$ cat config.mk
export PLATFORM = sky130hd
export DESIGN_NAME = time_seg_display
export DESIGN_NICKNAME = d
export VERILOG_FILES = /design/src/rtl/time_seg_display.sv
export SDC_FILE = /design/constraint.sdc
export NUM_CORES = 1
export LEC_CHECK = 0
export BUFFER_PORTS_ARGS = -buffer_cell sky130_fd_sc_hd__buf_4
export CAP_MARGIN = 20
export CORE_UTILIZATION = 50
export CTS_BUF_LIST = sky130_fd_sc_hd__clkbuf_16
export CTS_CLUSTER_SIZE = 16
export DETAILED_ROUTE_END_ITERATION = 16
export PLACE_DENSITY = 0.7
export SLEW_MARGIN = 30
export SYNTH_ARGS = -nofsm -noshare
export SYNTH_HDL_FRONTEND = slang
export SYNTH_SLANG_ARGS = --single-unit
$ cat constraint.sdc
create_clock -name clk -period 11.1 [get_ports clk]
set_input_delay 0 -clock clk [delete_from_list [all_inputs] [get_ports clk]]
set_output_delay 0 -clock clk [all_outputs]
set_load 0.1 [all_outputs]
$ cat src/rtl/time_seg_display.sv
// Six-digit multiplexed 7-segment driver for an hh.mm.ss time value.
// A free-running scan counter steps through the digits, a shadow register
// captures the time once per frame so a frame never mixes two values, and
// a blink counter can blank the whole display at a slow rate.
module time_seg_display #(
    parameter int TIME_SCAN  = 20_000,
    parameter int TIME_BLINK = 10_000_000
) (
    input  logic        clk,
    input  logic        rst,
    input  logic [16:0] din,
    input  logic        blink_en,
    output logic [5:0]  sel,
    output logic [7:0]  seg
);

    localparam int SCAN_W  = (TIME_SCAN  > 1) ? $clog2(TIME_SCAN)  : 1;
    localparam int BLINK_W = (TIME_BLINK > 1) ? $clog2(TIME_BLINK) : 1;
    localparam logic [SCAN_W-1:0]  SCAN_LAST  = SCAN_W'(TIME_SCAN - 1);
    localparam logic [BLINK_W-1:0] BLINK_LAST = BLINK_W'(TIME_BLINK - 1);

    logic [SCAN_W-1:0]  scan_cnt;
    logic               scan_end;
    logic [2:0]         idx;
    logic [BLINK_W-1:0] blink_cnt;
    logic               phase;
    logic               first_load;
    logic [16:0]        shadow;

    logic [5:0]         fval;
    logic               fbad;
    logic               use_tens;
    logic [3:0]         fdig;
    logic [7:0]         seg_next;
    logic [5:0]         sel_next;

    // Active-low segment pattern for one decimal digit, dp off.
    function automatic logic [7:0] seg_code(input logic [3:0] d);
        logic [7:0] c;
        case (d)
            4'd0:    c = 8'hC0;
            4'd1:    c = 8'hF9;
            4'd2:    c = 8'hA4;
            4'd3:    c = 8'hB0;
            4'd4:    c = 8'h99;
            4'd5:    c = 8'h92;
            4'd6:    c = 8'h82;
            4'd7:    c = 8'hF8;
            4'd8:    c = 8'h80;
            4'd9:    c = 8'h90;
            default: c = 8'hFF;
        endcase
        return c;
    endfunction

    assign scan_end = (scan_cnt == SCAN_LAST);

    // Per-digit dwell counter.
    always_ff @(posedge clk) begin
        if (rst) begin
            scan_cnt <= '0;
        end else if (scan_end) begin
            scan_cnt <= '0;
        end else begin
            scan_cnt <= scan_cnt + 1'b1;
        end
    end

    // Digit index, 0 (seconds ones) through 5 (hour tens).
    always_ff @(posedge clk) begin
        if (rst) begin
            idx <= 3'd0;
        end else if (scan_end) begin
            idx <= (idx == 3'd5) ? 3'd0 : idx + 3'd1;
        end
    end

    // Frame-boundary capture of the time value, plus one load right after reset.
    always_ff @(posedge clk) begin
        if (rst) begin
            shadow     <= '0;
            first_load <= 1'b1;
        end else begin
            first_load <= 1'b0;
            if (first_load || (scan_end && idx == 3'd5)) begin
                shadow <= din;
            end
        end
    end

    // Blink half-period counter; phase runs regardless of blink_en.
    always_ff @(posedge clk) begin
        if (rst) begin
            blink_cnt <= '0;
            phase     <= 1'b1;
        end else if (blink_cnt == BLINK_LAST) begin
            blink_cnt <= '0;
            phase     <= ~phase;
        end else begin
            blink_cnt <= blink_cnt + 1'b1;
        end
    end

    // Pick the field and digit for the current index and encode it.
    always_comb begin
        fval     = shadow[5:0];
        fbad     = 1'b0;
        use_tens = 1'b0;
        case (idx)
            3'd0, 3'd1: begin
                fval     = shadow[5:0];
                fbad     = (shadow[5:0] > 6'd59);
                use_tens = (idx == 3'd1);
            end
            3'd2, 3'd3: begin
                fval     = shadow[11:6];
                fbad     = (shadow[11:6] > 6'd59);
                use_tens = (idx == 3'd3);
            end
            default: begin
                fval     = {1'b0, shadow[16:12]};
                fbad     = (shadow[16:12] > 5'd23);
                use_tens = (idx == 3'd5);
            end
        endcase
        fdig     = use_tens ? 4'(fval / 6'd10) : 4'(fval % 6'd10);
        seg_next = fbad ? 8'hBF : seg_code(fdig);
        if (idx == 3'd2 || idx == 3'd4) begin
            seg_next[7] = 1'b0;
        end
        sel_next = ~(6'b000001 << idx);
    end

    // Registered outputs: dark during reset, the post-reset load cycle and blink-off phase.
    always_ff @(posedge clk) begin
        if (rst || first_load) begin
            sel <= 6'b111111;
            seg <= 8'hFF;
        end else if (blink_en && !phase) begin
            sel <= 6'b111111;
            seg <= 8'hFF;
        end else begin
            sel <= sel_next;
            seg <= seg_next;
        end
    end

endmodule

==> impl_metrics.tcl, run 1 <==
set metrics [dict create \
    proportion_of_synthesized_chip_area_in_sequential_cells_pct 40.76 \
    cts.htree.levels 3 \
    timing.critical_path.from "idx[2]" \
    number_of_antenna_violations_at_the_first_check_in_global_routing 0 \
    final_setup_vio_count 0 \
    required_time_of_the_critical_path_ns 11.30 \
    clock_latency_reported_for_the_late_side_of_the_worst_skew_pair_ns 0.33 \
    worst_clock_skew_ns 0.008061 \
    synth_enable_flop_cells 0 \
    design.portCount 34 \
    first_pass_iters 4 \
    setup.worst_path.end "seg[3]" \
    timing.rr.start "idx[2]" \
    max_slew_margin_pct 53.02 \
    cts_inserted_buffers 9 \
    layout_commonest_cell "sky130_fd_sc_hd__nor2_1" \
    final_max_slew_viol_count 0 \
    post-place-cells 541 \
    maxCapViolCount 0 \
    cts_tree "built" \
    gpl.final_weighted_congestion 0.8598 \
    number_of_global_route_vias_before_repair 2884 \
    pin_count_of_the_biggest_net_entering_global_routing 29 \
    nets_final 500 \
    worstSetupStartpointType "flip-flop" \
    synthDistinctLibCells 65 \
    postCtsResizedCells 0 \
    syn-instance-count 423 \
    residual_drc_count 0 \
    leakagePower_nw 1.759 \
    setup.worst_path.class "flip-flop to flip-flop" \
    clock.fmax_ghz 0.2265 \
    hold_viol 0 \
    postSynthRegisterBits 75 \
    crit_arrival_ns 4.62 \
    timing.rr.end "seg[3]" \
    n_antenna_cell 0 \
    floorplan.die_area_um2 7714 \
    synth-async-reset-ratio_pct 0 \
    most-common-layout-cells "sky130_fd_sc_hd__nor2_1, sky130_fd_sc_hd__dfxtp_1, sky130_fd_sc_hd__nand2_1, sky130_fd_sc_hd__buf_4, sky130_fd_sc_hd__xor2_1" \
    drt-wirelength-per-cell_um 13.89 \
    clock_sinks 75 \
    grt_residual_overflow 0 \
    hold_path.class "input port to flip-flop" \
    timing.critical_path.to_type "flip-flop" \
    ys_dominant_reg_cell "sky130_fd_sc_hd__dfxtp_1" \
    grt_first_pass_wirelength_um 13340 \
    synth.cell_area_um2 3684 \
    area_growth_syn_to_layout_pct 22.01 \
    die_height_um 87.83 \
    post_cts.repair.setup_buffers 0 \
    worst-r2r-setup-slack_ns 6.69 \
    run_status "finished, final reports clean" \
    portBuffers 33 \
    grtUsageTotal_pct 22.33 \
    yosys_warnings 0 \
    cp_max_fo 14 \
    hold_buffers 18 \
    dp.final_hpwl_um 5350 \
    placeableCoreArea_um2 6944 \
    clk_root_buffer_cell "sky130_fd_sc_hd__clkbuf_16" \
    synthesis.nets 449 \
    die_w_um 87.83 \
    ir_drop_uv 106.2 \
    setup-tns-final_ns 0 \
    drive_above_1_share_pct 16.53 \
    finalCriticalPeriod_ns 4.414 \
    fillers 581 \
    path_clk_slew_ns 0.06 \
    instances_no_fill 574 \
    ctsLongestPathBuffers 2 \
    rsz0062_at_grt "no" \
    vias_per_cell 5.352 \
    final_antenna_net_count 0 \
    drt_first_iter_violations 128 \
    route.vias.total 3072 \
    synth_area_per_cell_um2 8.708 \
    worstRegToRegCells 18 \
    worstMarginPinSlew_ns 0.7005 \
    finalCritPeriodShare_pct 39.77 \
    start_util_pct 53.05 \
    drt_wl_total_um 7973 \
    power.density_cell_area_nw_per_um2 153.9 \
    num_rows 30 \
]
-- final cells by class --
cell class / instances / area (um^2) / share of cell area [%]
Multi-Input combinational cell: 321 / 2059 / 45.82
Tap cell: 96 / 120.1 / 2.673
Clock buffer: 9 / 225.2 / 5.011
Sequential cell: 75 / 1501 / 33.41
Inverter: 14 / 55.05 / 1.225
Timing Repair Buffer: 53 / 442.9 / 9.855
Clock inverter: 6 / 90.09 / 2.004
-- per-layer routing --
layer  routed length, um  up-vias  GRT usage, %
met3                 252       18         4.053
met4                 170        0         9.389
met5                   0        -             0
li1                    -     1570             -
met2                3837       54         37.14
met1                3713     1430         28.44
-- report_power, final --
group,switching (mW),total [mW],leakage [nW],internal (mW)
Combinational,0.0619,0.0984,0.995,0.0365
Clock,0.113,0.309,0.152,0.196
Sequential,0.00552,0.284,0.611,0.278
Total,0.181,0.691,1.76,0.511
-- cell families after synthesis --
logic type | share of synthesized area (%)
fa+ha+maj | 2.038
compound gates | 13.66
xor+xnor | 8.322
buf+inv | 3.430
simple gates | 26.63
mux | 5.163
flops | 40.76
-- how the worst min path moves through the flow --
stage	startpoint	endpoint	slack, ns	cells after the start
after floorplan	rst	first_load	0.03	0
after global placement	din[10]	shadow[10]	0.23	3
after detailed placement	din[3]	shadow[3]	0.24	3
after CTS	blink_en	sel[1]	0.06	4
after global routing	blink_en	sel[1]	0.07	4
final	blink_en	sel[1]	0.06	4
-- synthesized netlist by cell type (4+ instances only) --
library cell,count,area (um^2)
sky130_fd_sc_hd__nor2_1,80,300.3
sky130_fd_sc_hd__dfxtp_1,75,1501
sky130_fd_sc_hd__nand2_1,38,142.6
sky130_fd_sc_hd__xor2_1,21,183.9
sky130_fd_sc_hd__mux2i_1,19,190.2
sky130_fd_sc_hd__nand3_1,17,85.08
sky130_fd_sc_hd__a21oi_1,16,80.08
sky130_fd_sc_hd__xnor2_1,14,122.6
sky130_fd_sc_hd__inv_1,12,45.04
sky130_fd_sc_hd__nand4_1,9,56.30
sky130_fd_sc_hd__clkbuf_1,8,30.03
sky130_fd_sc_hd__nand2b_1,7,43.79
sky130_fd_sc_hd__o21ai_0,7,35.03
sky130_fd_sc_hd__and2_1,6,37.54
sky130_fd_sc_hd__and3_1,6,37.54
sky130_fd_sc_hd__ha_1,6,75.07
sky130_fd_sc_hd__a211oi_1,5,37.54
sky130_fd_sc_hd__nor3_1,5,25.02
sky130_fd_sc_hd__and3_4,4,45.04
sky130_fd_sc_hd__o211ai_1,4,30.03
sky130_fd_sc_hd__or3_1,4,25.02
-- sequential cells by signal (all words and copies together), names as in the netlist --
register	count
scan_cnt	15
idx	3
blink_cnt	24
shadow	17
seg	8
phase	1
first_load	1
sel	6
-- worst max-delay path, stage by stage, from the launching register on --
cell and delay (ns):
sky130_fd_sc_hd__dfxtp_1 0.59, sky130_fd_sc_hd__inv_1 0.17, sky130_fd_sc_hd__ha_1 0.39, sky130_fd_sc_hd__nand2b_1 0.22, sky130_fd_sc_hd__o2bb2ai_2 0.27, sky130_fd_sc_hd__nor2_4 0.10
sky130_fd_sc_hd__inv_2 0.11, sky130_fd_sc_hd__ha_1 0.17, sky130_fd_sc_hd__o21ai_2 0.07, sky130_fd_sc_hd__and3_4 0.19, sky130_fd_sc_hd__a211oi_1 0.22, sky130_fd_sc_hd__o22ai_1 0.15
sky130_fd_sc_hd__ha_1 0.29, sky130_fd_sc_hd__nor2_1 0.04, sky130_fd_sc_hd__a21oi_1 0.14, sky130_fd_sc_hd__a21boi_0 0.32, sky130_fd_sc_hd__and3_4 0.28, sky130_fd_sc_hd__a21oi_1 0.05
sky130_fd_sc_hd__or4b_1 0.50
-- stage by stage --
step           area, um^2  util [%]  setup WS, ns  power (mW)  hold slack [ns]
2_1_floorplan        3684         -         7.212      0.3597          0.02772
3_3_place_gp         3999     57.59         6.923      0.3792           0.2310
5_1_grt              4494     64.72         6.334      0.7171          0.07445
4_1_cts              4494     64.72         6.722      0.6944          0.05546
6_report             4494     64.72         6.686      0.6915          0.05923
3_5_place_dp         3999     57.59         6.785      0.3806           0.2386
Power figures use the tool's default switching activity.
==> run 2, diff against run 1 <==
==> constraint.sdc (replaced) <==
create_clock -name clk -period 4.25 [get_ports clk]
set_input_delay 0 -clock clk [delete_from_list [all_inputs] [get_ports clk]]
set_output_delay 0 -clock clk [all_outputs]
set_load 0.1 [all_outputs]
==> run 2 against run 1 <==
Sequential share of layout area down 0.17 points. Largest power group unchanged. Sequential power rose to 2.6 times the previous value. Via count up 0.33%. Worst setup slack worse by 6.4 ns.
==> impl_metrics.tcl, run 2 (synthesized netlist as in run 1, its figures left out) <==
set metrics [dict create \
    hold_path.class "input port to flip-flop" \
    layout_commonest_cell "sky130_fd_sc_hd__nor2_1" \
    post_cts.repair.setup_buffers 0 \
    rsz0062_at_grt "no" \
    biggestRegsByFlops "blink_cnt: 24 flops, shadow: 17 flops, scan_cnt: 15 flops" \
    grtUsageTotal_pct 22.04 \
    grt_residual_overflow 0 \
    grt_first_pass_wirelength_um 13140 \
    cts_tree "built" \
    area_growth_syn_to_layout_pct 22.62 \
    cp_max_fo 8 \
    finalCriticalPeriod_ns 3.951 \
    worstSetupStartpointType "flip-flop" \
    worst_clock_skew_ns 0.005788 \
    ctsLongestPathBuffers 2 \
    residual_drc_count 0 \
    largest_register_ff_count 24 \
    vias_per_cell 5.305 \
    max_slew_margin_pct 52.83 \
    num_rows 30 \
    route.vias.total 3082 \
    dp.final_hpwl_um 5356 \
    clock.fmax_ghz 0.2531 \
    required_time_of_the_critical_path_ns 4.46 \
    timing.critical_path.to_type "flip-flop" \
    n_antenna_cell 0 \
    cts.htree.levels 3 \
    hold_viol 0 \
    clk_root_buffer_cell "sky130_fd_sc_hd__clkbuf_16" \
    maxCapViolCount 0 \
    drive_above_1_share_pct 17.53 \
    die_w_um 87.83 \
    pin_count_of_the_biggest_net_entering_global_routing 29 \
    drt_first_iter_violations 189 \
    drt-wirelength-per-cell_um 13.41 \
    run_status "finished, final reports clean" \
    start_util_pct 53.05 \
    postCtsResizedCells 0 \
    instances_no_fill 581 \
    number_of_global_route_vias_before_repair 2939 \
    ir_drop_uv 204.8 \
    largest_register "blink_cnt" \
    finalCritPeriodShare_pct 92.97 \
    setup.worst_path.class "flip-flop to flip-flop" \
    clock_sinks 75 \
    most-common-layout-cells "sky130_fd_sc_hd__nor2_1, sky130_fd_sc_hd__dfxtp_1, sky130_fd_sc_hd__buf_4, sky130_fd_sc_hd__nand2_1, sky130_fd_sc_hd__xor2_1" \
    final_antenna_net_count 0 \
    worstMarginPinSlew_ns 0.7033 \
    leakagePower_nw 1.778 \
    crit_arrival_ns 4.16 \
    final_max_slew_viol_count 0 \
    gpl.final_weighted_congestion 0.8082 \
    placeableCoreArea_um2 6944 \
    portBuffers 33 \
    path_clk_slew_ns 0.06 \
    die_height_um 87.83 \
    floorplan.die_area_um2 7714 \
    cts_inserted_buffers 9 \
    post-place-cells 547 \
    clock_latency_reported_for_the_late_side_of_the_worst_skew_pair_ns 0.33 \
    first_pass_iters 5 \
    setup-tns-final_ns 0 \
    drt_wl_total_um 7790 \
    final_setup_vio_count 0 \
    nets_final 506 \
    hold_buffers 18 \
    power.density_cell_area_nw_per_um2 386.6 \
    number_of_antenna_violations_at_the_first_check_in_global_routing 0 \
    design.portCount 34 \
]
run 2: cell count changes in the layout (fill, tap and decap cells not counted), sizes merged:
| cell | change |
|---|---|
| clkinvlp | +1 |
| buf | +6 |
| clkinv | +1 |
| bufinv | -1 |
run 2: path summary, 6_finish.rpt:
kind / from / endpoint / slack, ns / depth (start not counted)
max: idx[1] / seg[3] / 0.30 / 18
min: blink_en / sel[5] / 0.06 / 4
max reg2reg: idx[1] / seg[3] / 0.30 / 18
min reg2reg: blink_cnt[0] / blink_cnt[0] / 0.46 / 1
run 2: power by group:
part	switching, mW	leakage (nW)	total, mW	internal (mW)
clock	0.294	0.139	0.747	0.452
sequential	0.0150	0.611	0.741	0.726
combinational	0.160	1.03	0.258	0.0986
total	0.469	1.78	1.75	1.28
run 2: critical path, stage by stage, from the launching register on:
cell and delay [ns]:
sky130_fd_sc_hd__dfxtp_1 0.32, sky130_fd_sc_hd__and2_1 0.15, sky130_fd_sc_hd__ha_1 0.32, sky130_fd_sc_hd__nand2b_1 0.15, sky130_fd_sc_hd__o21ai_1 0.07, sky130_fd_sc_hd__or2_4 0.26, sky130_fd_sc_hd__inv_4 0.10, sky130_fd_sc_hd__ha_1 0.18
sky130_fd_sc_hd__o21ai_2 0.08, sky130_fd_sc_hd__and3_4 0.18, sky130_fd_sc_hd__a211oi_1 0.22, sky130_fd_sc_hd__o22ai_1 0.14, sky130_fd_sc_hd__ha_1 0.29, sky130_fd_sc_hd__nor2_1 0.05, sky130_fd_sc_hd__a21oi_1 0.15, sky130_fd_sc_hd__a21boi_0 0.35
sky130_fd_sc_hd__and3_4 0.28, sky130_fd_sc_hd__a21oi_1 0.05, sky130_fd_sc_hd__or4b_1 0.49
run 2: layout make-up:
cell class / instances / area (um^2)
Clock buffer: 9 / 225.2
Clock inverter: 7 / 67.56
Fill cell: 587 / 2427
Inverter: 14 / 55.05
Multi-Input combinational cell: 321 / 2059
Sequential cell: 75 / 1501
Tap cell: 96 / 120.1
Timing Repair Buffer: 59 / 488.0
run 2: metrics by stage:
stage | hold slack (ns) | power, mW | cell area, um^2 | utilization [%] | setup slack, ns
after floorplan | 0.02772 | 0.9396 | 3684 | - | 0.3621
after global placement | 0.2280 | 0.9951 | 4044 | 58.23 | 0.5081
after detailed placement | 0.2372 | 0.9983 | 4044 | 58.23 | 0.3560
after CTS | 0.05301 | 1.760 | 4517 | 65.05 | 0.3402
after global routing | 0.08028 | 1.815 | 4517 | 65.05 | 0.07814
final | 0.05602 | 1.746 | 4517 | 65.05 | 0.2989
run 2: layer usage:
layer / part of all wire, % / vias to the layer above / global-route usage (%)
met5: 0 / - / 0
met4: 2.2 / 0 / 10.28
met3: 3.1 / 16 / 4.430
met2: 48 / 61 / 37.14
met1: 46 / 1411 / 27.02
li1: - / 1594 / -
